**src/rtl/serial_adder_seq.sv**
```systemverilog
// Bit-serial WIDTH-bit adder that time-multiplexes one NOR full-adder cell, LSB first.
// Optional subtract mode: define SERIAL_ADDER_SUB_EN to add the `sub` input.

module adder (
    input  logic a,
    input  logic b,
    input  logic carry_in,
    output logic result,
    output logic carry_out
);
    logic w_n1, w_n2, w_n3, w_xnor_ab;
    logic w_m1, w_m2, w_m3;
    logic w_na, w_nb, w_ab, w_nc;

    // XNOR(a,b) from four NORs; repeating the structure with carry_in yields the sum
    assign w_n1      = ~(a | b);
    assign w_n2      = ~(a | w_n1);
    assign w_n3      = ~(b | w_n1);
    assign w_xnor_ab = ~(w_n2 | w_n3);
    assign w_m1      = ~(w_xnor_ab | carry_in);
    assign w_m2      = ~(w_xnor_ab | w_m1);
    assign w_m3      = ~(carry_in | w_m1);
    assign result    = ~(w_m2 | w_m3);

    assign w_na      = ~(a | a);
    assign w_nb      = ~(b | b);
    assign w_ab      = ~(w_na | w_nb);
    assign w_nc      = ~(w_ab | w_m2);
    assign carry_out = ~(w_nc | w_nc);
endmodule

module serial_adder_seq #(
    parameter int unsigned WIDTH = 8
) (
    input  logic             clk,
    input  logic             rst,
    input  logic             start,
    input  logic [WIDTH-1:0] a,
    input  logic [WIDTH-1:0] b,
    input  logic             carry_in,
    output logic             busy,
    output logic             done,
    output logic [WIDTH-1:0] result,
    output logic             carry_out
`ifdef SERIAL_ADDER_SUB_EN
    ,
    input  logic             sub
`endif
);
    localparam int unsigned     CntW    = $clog2(WIDTH);
    localparam logic [CntW-1:0] LastBit = CntW'(WIDTH - 1);

    typedef enum logic [1:0] {StIdle, StRun, StDone} state_e;

    state_e           r_state;
    logic [WIDTH-1:0] r_a_sh;
    logic [WIDTH-1:0] r_b_sh;
    logic [WIDTH-1:1] r_res_sh;
    logic             r_c;
    logic [CntW-1:0]  r_cnt;
    logic             r_busy;
    logic             r_done;
    logic [WIDTH-1:0] r_result;
    logic             r_carry_out;

    logic             w_sum;
    logic             w_cout;
    logic             w_accept;
    logic [WIDTH-1:0] w_b_load;
    logic             w_c_load;
    logic [WIDTH-1:0] w_res_next;

`ifdef SERIAL_ADDER_SUB_EN
    // a - b computed as a + ~b + 1
    assign w_b_load = sub ? ~b : b;
    assign w_c_load = sub ? 1'b1 : carry_in;
`else
    assign w_b_load = b;
    assign w_c_load = carry_in;
`endif

    assign w_accept   = start && (r_state != StRun);
    assign w_res_next = {w_sum, r_res_sh};

    adder u_cell (
        .a         (r_a_sh[0]),
        .b         (r_b_sh[0]),
        .carry_in  (r_c),
        .result    (w_sum),
        .carry_out (w_cout)
    );

    always_ff @(posedge clk) begin
        if (rst) begin
            r_state     <= StIdle;
            r_a_sh      <= '0;
            r_b_sh      <= '0;
            r_res_sh    <= '0;
            r_c         <= 1'b0;
            r_cnt       <= '0;
            r_busy      <= 1'b0;
            r_done      <= 1'b0;
            r_result    <= '0;
            r_carry_out <= 1'b0;
        end else begin
            r_done <= 1'b0;
            if (w_accept) begin
                r_a_sh  <= a;
                r_b_sh  <= w_b_load;
                r_c     <= w_c_load;
                r_cnt   <= '0;
                r_busy  <= 1'b1;
                r_state <= StRun;
            end else begin
                case (r_state)
                    StRun: begin
                        r_a_sh   <= r_a_sh >> 1;
                        r_b_sh   <= r_b_sh >> 1;
                        r_res_sh <= w_res_next[WIDTH-1:1];
                        r_c      <= w_cout;
                        r_cnt    <= r_cnt + CntW'(1);
                        if (r_cnt == LastBit) begin
                            r_result    <= w_res_next;
                            r_carry_out <= w_cout;
                            r_busy      <= 1'b0;
                            r_done      <= 1'b1;
                            r_state     <= StDone;
                        end
                    end
                    default: r_state <= StIdle;
                endcase
            end
        end
    end

    assign busy      = r_busy;
    assign done      = r_done;
    assign result    = r_result;
    assign carry_out = r_carry_out;
endmodule

```
**config.mk**
```make
export PLATFORM = sky130hd
export DESIGN_NAME = serial_adder_seq
export DESIGN_NICKNAME = d
export VERILOG_FILES = /design/src/rtl/serial_adder_seq.sv
export SDC_FILE = /design/constraint.sdc
export NUM_CORES = 1
export LEC_CHECK = 0
export CORE_ASPECT_RATIO = 1.75
export CORE_MARGIN = 8
export CORE_UTILIZATION = 55
export CTS_CLUSTER_DIAMETER = 40
export CTS_CLUSTER_SIZE = 8
export DETAILED_ROUTE_END_ITERATION = 8
export HOLD_SLACK_MARGIN = 0.06
export PLACE_DENSITY = 0.82
export SYNTH_ARGS = -nofsm -noshare
export SYNTH_HDL_FRONTEND = slang
export SYNTH_SLANG_ARGS = --single-unit
```
**constraint.sdc**
```tcl
create_clock -name clk -period 2.1 [get_ports clk]
set_clock_uncertainty 0.1 [all_clocks]
set_input_delay 0.42 -clock clk [delete_from_list [all_inputs] [get_ports clk]]
set_output_delay 0.42 -clock clk [all_outputs]
set_load 0.02 [all_outputs]
```
==> flow_summary.rst, run 1 <==
.. list-table::
   :header-rows: 1

   * - Metric
     - Value
   * - Wire length of the first global-routing pass
     - 5830 microns
   * - Number of placement rows
     - 27
   * - Worst setup path class
     - reg2out
   * - Number of buffers added for setup after CTS
     - 0
   * - Yosys cell types
     - 19
   * - Number of port buffers
     - 30
   * - NumNets Final
     - 223
   * - Ant diodes
     - 0
   * - Hold/Removal Path Class
     - reg2reg
   * - Unrepaired setup endpoints after global routing
     - false
   * - Mapped Avg Cell Area
     - 9.95 sq um
   * - Total die area
     - between 5000 and 6000 sq um
   * - Pin count of the biggest net entering global routing
     - 42
   * - Critical path's slowest cell
     - clkdlybuf4s50_1
   * - Via count of the first global-routing pass
     - approximately 1300
   * - Static leakage
     - just under 0.8 nW
   * - Post-Synthesis Net Count
     - 197
   * - Startpoint Class
     - flop
   * - Required time of the critical path
     - roughly 1.6 ns
   * - CTS tree
     - built
   * - Final min period
     - approximately 1.8 ns
   * - Headroom to the max-slew limit
     - 70.1%
   * - Average via count per standard cell
     - around 5.2
   * - Detailed router's first-iteration violation count
     - 22
   * - Maximum capacitance violations
     - 0
   * - Sum of negative setup slack
     - 0 ns
   * - CP bufs+invs
     - 1
   * - Signed area change from the synthesized netlist to the final layout
     - 22.8%
   * - Final wirelength
     - about 3300 microns
   * - Post-cts repair resize count
     - 0
   * - Drt wl/cell
     - 13.5 microns
   * - Result of the run
     - complete, no violations
   * - Count of unresolved DRC violations after routing
     - 0
   * - Post-detail-place hpwl
     - approximately 2300 microns
   * - Start point of the critical path
     - result[2]
   * - Startpoint of the tightest hold check path
     - r_res_sh[1]
   * - Gate count of the mapped netlist
     - 174
   * - Critical-path cell list
     - clkdlybuf4s50_1
   * - Clock edge transition at the registers on the reported setup and hold paths
     - roughly 0.070 ns
   * - Cell Pwr Density
     - approximately 730 nW/um^2
   * - Remaining global-route overflow
     - 0
   * - Met2 WL post-DR
     - about 1700 microns
   * - Total of endpoints with negative setup slack in the final report
     - 0
   * - Pre-antenna DRT Iters
     - 4
   * - Worst-path maximum fanout
     - 2
   * - Detailed route wirelength on metal3
     - 190 microns
   * - Wire length on met1
     - 1370 microns
   * - Remaining antenna violation count
     - 0
   * - Highest layer used for signal routing
     - met4
   * - Max Transition Viols Final
     - 0
   * - Yosys Warn Count
     - 0
   * - Data arrival, critical path
     - ~1.2 ns
   * - Power after layout
     - between 1.5 and 2 mW
   * - Slew of the pin with the lowest slew margin
     - roughly 0.45 ns
   * - Die X-Extent
     - between 50 and 60 microns
   * - Period utilisation layout
     - a little over four fifths
   * - Starting Density
     - around 56%
   * - Number of antenna violations at the first check in global routing
     - 0
   * - Core region area
     - roughly 3100 sq um
   * - Number of filler instances in the final layout
     - between 200 and 300
   * - Global placement routability congestion
     - between 0.7 and 0.8
   * - Hold Violations, Final
     - 0
   * - Gr usage total
     - a little over an eighth
   * - Kind of cell adding the most delay to the critical path
     - buffers and inverters
   * - H-tree lvl count
     - 2
   * - Pre-CTS WS
     - 0.391 ns
   * - Post-synthesis instance area
     - roughly 1700 sq um
   * - Number of clock sinks
     - 40
   * - Worst Setup Slack, final
     - between 0.3 and 0.4 ns
   * - Flip-flop and latch count after synthesis
     - 40
   * - Hold_ws
     - 0.362 ns
   * - Setup crit end kind
     - output pin
   * - Total clock buffers created by CTS
     - 5
   * - Share of the yosys chip area belonging to registers
     - between 40 and 50%
   * - Biggest cell delay along the critical path
     - 0.61 ns
   * - Die boundary height
     - about 90 microns
   * - Root Buffer Master
     - clkbuf_8
   * - F_max
     - ~0.57 GHz
   * - Fraction of layout instances using a drive strength above 1
     - approximately 20%
   * - Worst ir drop on vdd
     - about 0.00055 V
   * - I/O pins
     - 31
   * - Quantity of hold-fixing buffers added after cts
     - 0
   * - Source-to-sink clock delay at the later pin of the worst-skew pair
     - just under 0.3 ns
   * - CTS Buffer Depth
     - 2
   * - R2r startpoint
     - r_cnt[0]
   * - Vias
     - between 1000 and 1500
==> flip-flops by register name (all words and copies together), names as in the netlist <==
register   cells
busy           1
carry_out      1
done           1
r_a_sh         8
r_b_sh         8
r_c            1
r_cnt          3
r_res_sh       7
r_state        2
result         8
==> area by class of cell <==
type	instances	area, sq um	area share (%)
multi-input combinational	120	820	38.5
sequential	40	801	37.6
timing repair buffer	33	360	16.9
clock buffer	6	82.6	3.88
tap	43	53.8	2.53
clock inverter	2	10.0	0.471
==> per-layer routing <==
| layer | vias to the layer above | global-route usage, % |
|---|---|---|
| li1 | 640 | - |
| met1 | 596 | 14.9 |
| met2 | 36 | 23.1 |
| met3 | 4 | 4.85 |
| met4 | 0 | 4.94 |
| met5 | - | 0 |
==> cell usage after synthesis (all sizes together) <==
| cell | instances | area share [%] |
|---|---|---|
| nand3b | 4 | 1.7 |
| nand2b | 3 | 1.1 |
| nor2 | 17 | 5.7 |
| a21oi | 21 | 6.1 |
| mux2i | 17 | 9.8 |
| and2b | 1 | 0.43 |
| a211oi | 15 | 11 |
| nor3 | 2 | 0.58 |
| nand2 | 36 | 7.8 |
| ha | 2 | 1.4 |
| and3b | 1 | 0.51 |
| fa | 1 | 1.2 |
| dfxtp | 40 | 46 |
| buf | 12 | 6.1 |
| clkbuf | 2 | 0.43 |
==> worst reg2reg max path, cell delays in order, from the launching register on <==
cell and delay, ns:
dfxtp_1 0.33, ha_1 0.21, ha_1 0.20, nand3b_1 0.36, nand2_1 0.11, a21oi_1 0.16
==> per-stage QoR <==
step | util, % | area (sq um) | cells
final | 69.2 | 2130 | 244
after global routing | 69.2 | 2130 | 244
after CTS | 69.2 | 2130 | 244
after detailed placement | 66.2 | 2030 | 236
after global placement | 66.2 | 2030 | 236
after floorplan | - | 1730 | 174
==> report_power, final <==
part	switching, mW	total [mW]	internal, mW
combinational	0.103	0.211	0.108
sequential	0.0268	0.823	0.797
clock	0.251	0.513	0.262
total	0.381	1.55	1.17
==> final timing paths <==
| check | end | slack (ns) | cells after the start |
|---|---|---|---|
| worst max-delay path | result[2] | 0.34 | 1 |
| worst min-delay path | r_res_sh[1] | 0.36 | 2 |
| worst max register to register | result[2] | 0.56 | 5 |
| worst min register to register | r_res_sh[1] | 0.36 | 2 |
==> kinds of logic (layout without fill, tap and decap cells) <==
group | count (synthesis) | count (layout) | synth area share [%]
buffers and inverters | 14 | 41 | 6.57
flip-flops | 40 | 40 | 46.2
adder cells (fa/ha/maj) | 3 | 3 | 2.60
AND/OR/NAND/NOR | 64 | 64 | 17.8
multiplexers | 17 | 17 | 9.83
AO/OA/AOI/OAI | 36 | 36 | 16.9
==> placed cells by master (no fill, tap or decap) <==
| master | netlist | routed |
|---|---|---|
| dfxtp_1 | 40 | 40 |
| nand2_1 | 36 | 36 |
| clkdlybuf4s50_1 | 0 | 30 |
| a21oi_1 | 21 | 21 |
| mux2i_1 | 17 | 17 |
| a211oi_2 | 15 | 15 |
| nor2_2 | 14 | 14 |
| clkbuf_8 | 0 | 6 |
| nand3b_1 | 4 | 4 |
| nor2_1 | 3 | 3 |
| buf_12 | 0 | 3 |
| nand2b_1 | 3 | 2 |
| nor3_1 | 2 | 2 |
| ha_1 | 2 | 2 |
| clkinv_2 | 0 | 2 |
| nand2b_2 | 0 | 1 |
| and2b_1 | 1 | 1 |
| and3b_1 | 1 | 1 |
| fa_1 | 1 | 1 |
Power figures use the tool's default switching activity.
==> inputs of run 2 (changes only) <==
--- a/config.mk
+++ b/config.mk
@@ -7,12 +7,12 @@
 export LEC_CHECK = 0
 export CORE_ASPECT_RATIO = 1.75
 export CORE_MARGIN = 8
-export CORE_UTILIZATION = 55
+export CORE_UTILIZATION = 51
 export CTS_CLUSTER_DIAMETER = 40
 export CTS_CLUSTER_SIZE = 8
 export DETAILED_ROUTE_END_ITERATION = 8
 export HOLD_SLACK_MARGIN = 0.06
-export PLACE_DENSITY = 0.82
+export PLACE_DENSITY = 0.77
 export SYNTH_ARGS = -nofsm -noshare
 export SYNTH_HDL_FRONTEND = slang
 export SYNTH_SLANG_ARGS = --single-unit
==> constraint.sdc (replaced) <==
create_clock -name clk -period 1.85 [get_ports clk]
set_clock_uncertainty 0.1 [all_clocks]
set_input_delay 0.37 -clock clk [delete_from_list [all_inputs] [get_ports clk]]
set_output_delay 0.37 -clock clk [all_outputs]
set_load 0.02 [all_outputs]
==> run 2 against run 1 <==
Effect of this change: sequential cell count unchanged; cell count increased by 2.0%; routed wire length increased by 4.9%; total power increased by 20%; via count about the same; design area increased by 1.3%; die area increased by 6.1%; global-route usage decreased by 0.092 points; count of clock-buffer cells in the layout unchanged; non-clock buffer count increased by 3; highest routed layer unchanged.
==> flow_summary.rst, run 2 (synthesized netlist as in run 1, its figures left out) <==
.. list-table::
   :header-rows: 1

   * - Metric
     - Value
   * - Most common cell after layout, fill and taps aside
     - dfxtp_1 (unchanged)
   * - Number of clock sinks
     - 40 (unchanged)
   * - Post-route cell area
     - 2150 sq um (was 2130 sq um)
   * - Count of unresolved DRC violations after routing
     - 0 (unchanged)
   * - Number of filler instances in the final layout
     - 281 (was 254)
   * - Number of placement rows
     - 28 (was 27)
   * - R2R Setup Slk
     - 0.28 ns (was 0.56 ns)
   * - Signed area change from the synthesized netlist to the final layout
     - 24.4% (was 22.8%)
   * - Static leakage
     - 0.807 nW (was 0.793 nW)
   * - Number of buffers added for setup after CTS
     - 0 (unchanged)
   * - Final cell count without fillers
     - 249 (was 244)
   * - Setup crit end kind
     - output pin (unchanged)
   * - Start point of the critical path
     - carry_out (was result[2])
   * - Wire length of the first global-routing pass
     - 5870 microns (was 5830 microns)
   * - Unrepaired setup endpoints after global routing
     - false (unchanged)
   * - Area of all sequential standard cells
     - 801 sq um (unchanged)
   * - Average via count per standard cell
     - 5.12 (was 5.23)
   * - CTS Buffer Depth
     - 2 (unchanged)
   * - Most frequent cells in the layout
     - 40 x dfxtp_1, 36 x nand2_1, 30 x clkdlybuf4s50_1 (unchanged)
   * - CTS tree
     - built (unchanged)
   * - Startpoint Class
     - flop (unchanged)
   * - Cell Pwr Density
     - 865 nW/um^2 (was 727 nW/um^2)
   * - Critical-path cell list
     - clkdlybuf4s50_1 (unchanged)
   * - Required time of the critical path
     - 1.38 ns (was 1.58 ns)
   * - Slew of the pin with the lowest slew margin
     - 0.463 ns (was 0.447 ns)
   * - NumNets Final
     - 226 (was 223)
   * - Inst Count DP
     - 241 (was 236)
   * - Result of the run
     - complete, no violations (unchanged)
   * - Ant diodes
     - 0 (unchanged)
   * - R2r startpoint
     - r_cnt[0] (unchanged)
   * - Kind of cell adding the most delay to the critical path
     - buffers and inverters (unchanged)
   * - Worst ir drop on vdd
     - 0.000705 V (was 0.000554 V)
   * - Data arrival, critical path
     - 1.26 ns (was 1.24 ns)
   * - Footprint of the multi-input gates
     - 820 sq um (unchanged)
   * - Worst flop-to-flop path endpoint
     - result[5] (was result[2])
   * - Max Transition Viols Final
     - 0 (unchanged)
   * - Worst setup path class
     - reg2out (unchanged)
   * - Core region area
     - 3330 sq um (was 3070 sq um)
   * - Number of port buffers
     - 30 (unchanged)
   * - Worst Hold Endpoint
     - result[4] (was r_res_sh[1])
   * - Hold Violations, Final
     - 0 (unchanged)
   * - Die boundary height
     - 93.1 microns (was 90.2 microns)
   * - Vias
     - 1275 (was 1276)
   * - Via count of the first global-routing pass
     - 1289 (was 1293)
   * - Sum of negative setup slack
     - 0 ns (unchanged)
   * - Utilization after layout
     - 64.7% (was 69.2%)
   * - Biggest cell delay along the critical path
     - 0.62 ns (was 0.61 ns)
   * - Post-detail-place hpwl
     - 2530 microns (was 2320 microns)
   * - Gr usage total
     - 13.6% (was 13.7%)
   * - Drt wl/cell
     - 13.9 microns (was 13.5 microns)
   * - Headroom to the max-slew limit
     - 69.0% (was 70.1%)
   * - Critical path's slowest cell
     - clkdlybuf4s50_1 (unchanged)
   * - Total clock buffers created by CTS
     - 5 (unchanged)
   * - F_max
     - between 0.5 and 0.6 GHz
   * - Startpoint of the tightest hold check path
     - result[4] (was r_res_sh[1])
   * - Total of endpoints with negative setup slack in the final report
     - 0 (unchanged)
   * - Pre-antenna DRT Iters
     - 4 (unchanged)
   * - Remaining global-route overflow
     - 0 (unchanged)
   * - Power after layout
     - 1.86 mW (was 1.55 mW)
   * - Clock edge transition at the registers on the reported setup and hold paths
     - 0.07 ns (about the same)
   * - Die X-Extent
     - 60.1 microns (was 58.4 microns)
   * - Number of antenna violations at the first check in global routing
     - 0 (unchanged)
   * - Pin count of the biggest net entering global routing
     - 24 (was 42)
   * - Placed standard-cell area
     - 2050 sq um (was 2030 sq um)
   * - Remaining antenna violation count
     - 0 (unchanged)
   * - Final min period
     - 1.73 ns
   * - H-tree lvl count
     - 2 (unchanged)
   * - CP bufs+invs
     - 1 (unchanged)
   * - Fraction of layout instances using a drive strength above 1
     - 21.1% (was 20.4%)
   * - Quantity of hold-fixing buffers added after cts
     - 0 (unchanged)
   * - Global placement routability congestion
     - 0.751 (was 0.728)
   * - Starting Density
     - 52.0% (was 56.3%)
   * - Detailed router's first-iteration violation count
     - 37 (was 22)
   * - Hold Crit Depth
     - 2 (unchanged)
   * - Maximum capacitance violations
     - 0 (unchanged)
   * - Root Buffer Master
     - clkbuf_8 (unchanged)
   * - Total die area
     - 5590 sq um (was 5270 sq um)
   * - Worst-path maximum fanout
     - 2 (unchanged)
   * - Hold/Removal Path Class
     - reg2reg (unchanged)
   * - Source-to-sink clock delay at the later pin of the worst-skew pair
     - 0.29 ns (about the same)
   * - Final wirelength
     - 3470 microns (was 3310 microns)
   * - Period utilisation layout
     - between 90% and 100%
   * - Post-cts repair resize count
     - 0 (unchanged)
   * - Cell depth of the worst flop-to-flop path
     - 5 (unchanged)
   * - I/O pins
     - 31 (unchanged)
[run 2: power breakdown]
group | switching (mW) | internal, mW
Clock | 0.285 | 0.400
Combinational | 0.118 | 0.125
Sequential | 0.0310 | 0.904
[run 2: tightest hold or removal path, cell delays in order (launching register included)]
cell and delay (ns):
dfxtp_1 0.31, nand2_1 0.05, a21oi_1 0.05
[run 2: cell type report]
class,instances,area share [%]
multi-input combinational,120,38.0
sequential,40,37.2
timing repair buffer,36,17.2
clock buffer,6,3.37
tap,45,2.61
clock inverter,2,1.63
[run 2: worst max path at each step]
| stage | endpoint | slack [ns] | depth (start not counted) |
|---|---|---|---|
| 3_3_place_gp | r_a_sh[0] | 0.23 | 4 |
| 3_5_place_dp | r_b_sh[2] | 0.19 | 4 |
| 2_1_floorplan | carry_out | 0.53 | 6 |
| 5_1_grt | carry_out | 0.05 | 1 |
| 6_report | carry_out | 0.12 | 1 |
| 4_1_cts | carry_out | 0.10 | 1 |
[run 2: metrics by stage]
step / hold WS (ns) / setup slack [ns]
final: 0.360 / 0.122
after global routing: 0.384 / 0.0521
after CTS: 0.362 / 0.105
after detailed placement: 0.350 / 0.186
after global placement: 0.346 / 0.233
after floorplan: 0.332 / 0.531
[run 2: metal layers]
layer / vias to the layer above / share of wire, % / track usage (%)
li1: 646 / - / -
met1: 602 / 42 / 14.5
met2: 25 / 52 / 23.2
met3: 2 / 5.1 / 4.81
met4: 0 / 1.0 / 5.41
met5: - / 0 / 0
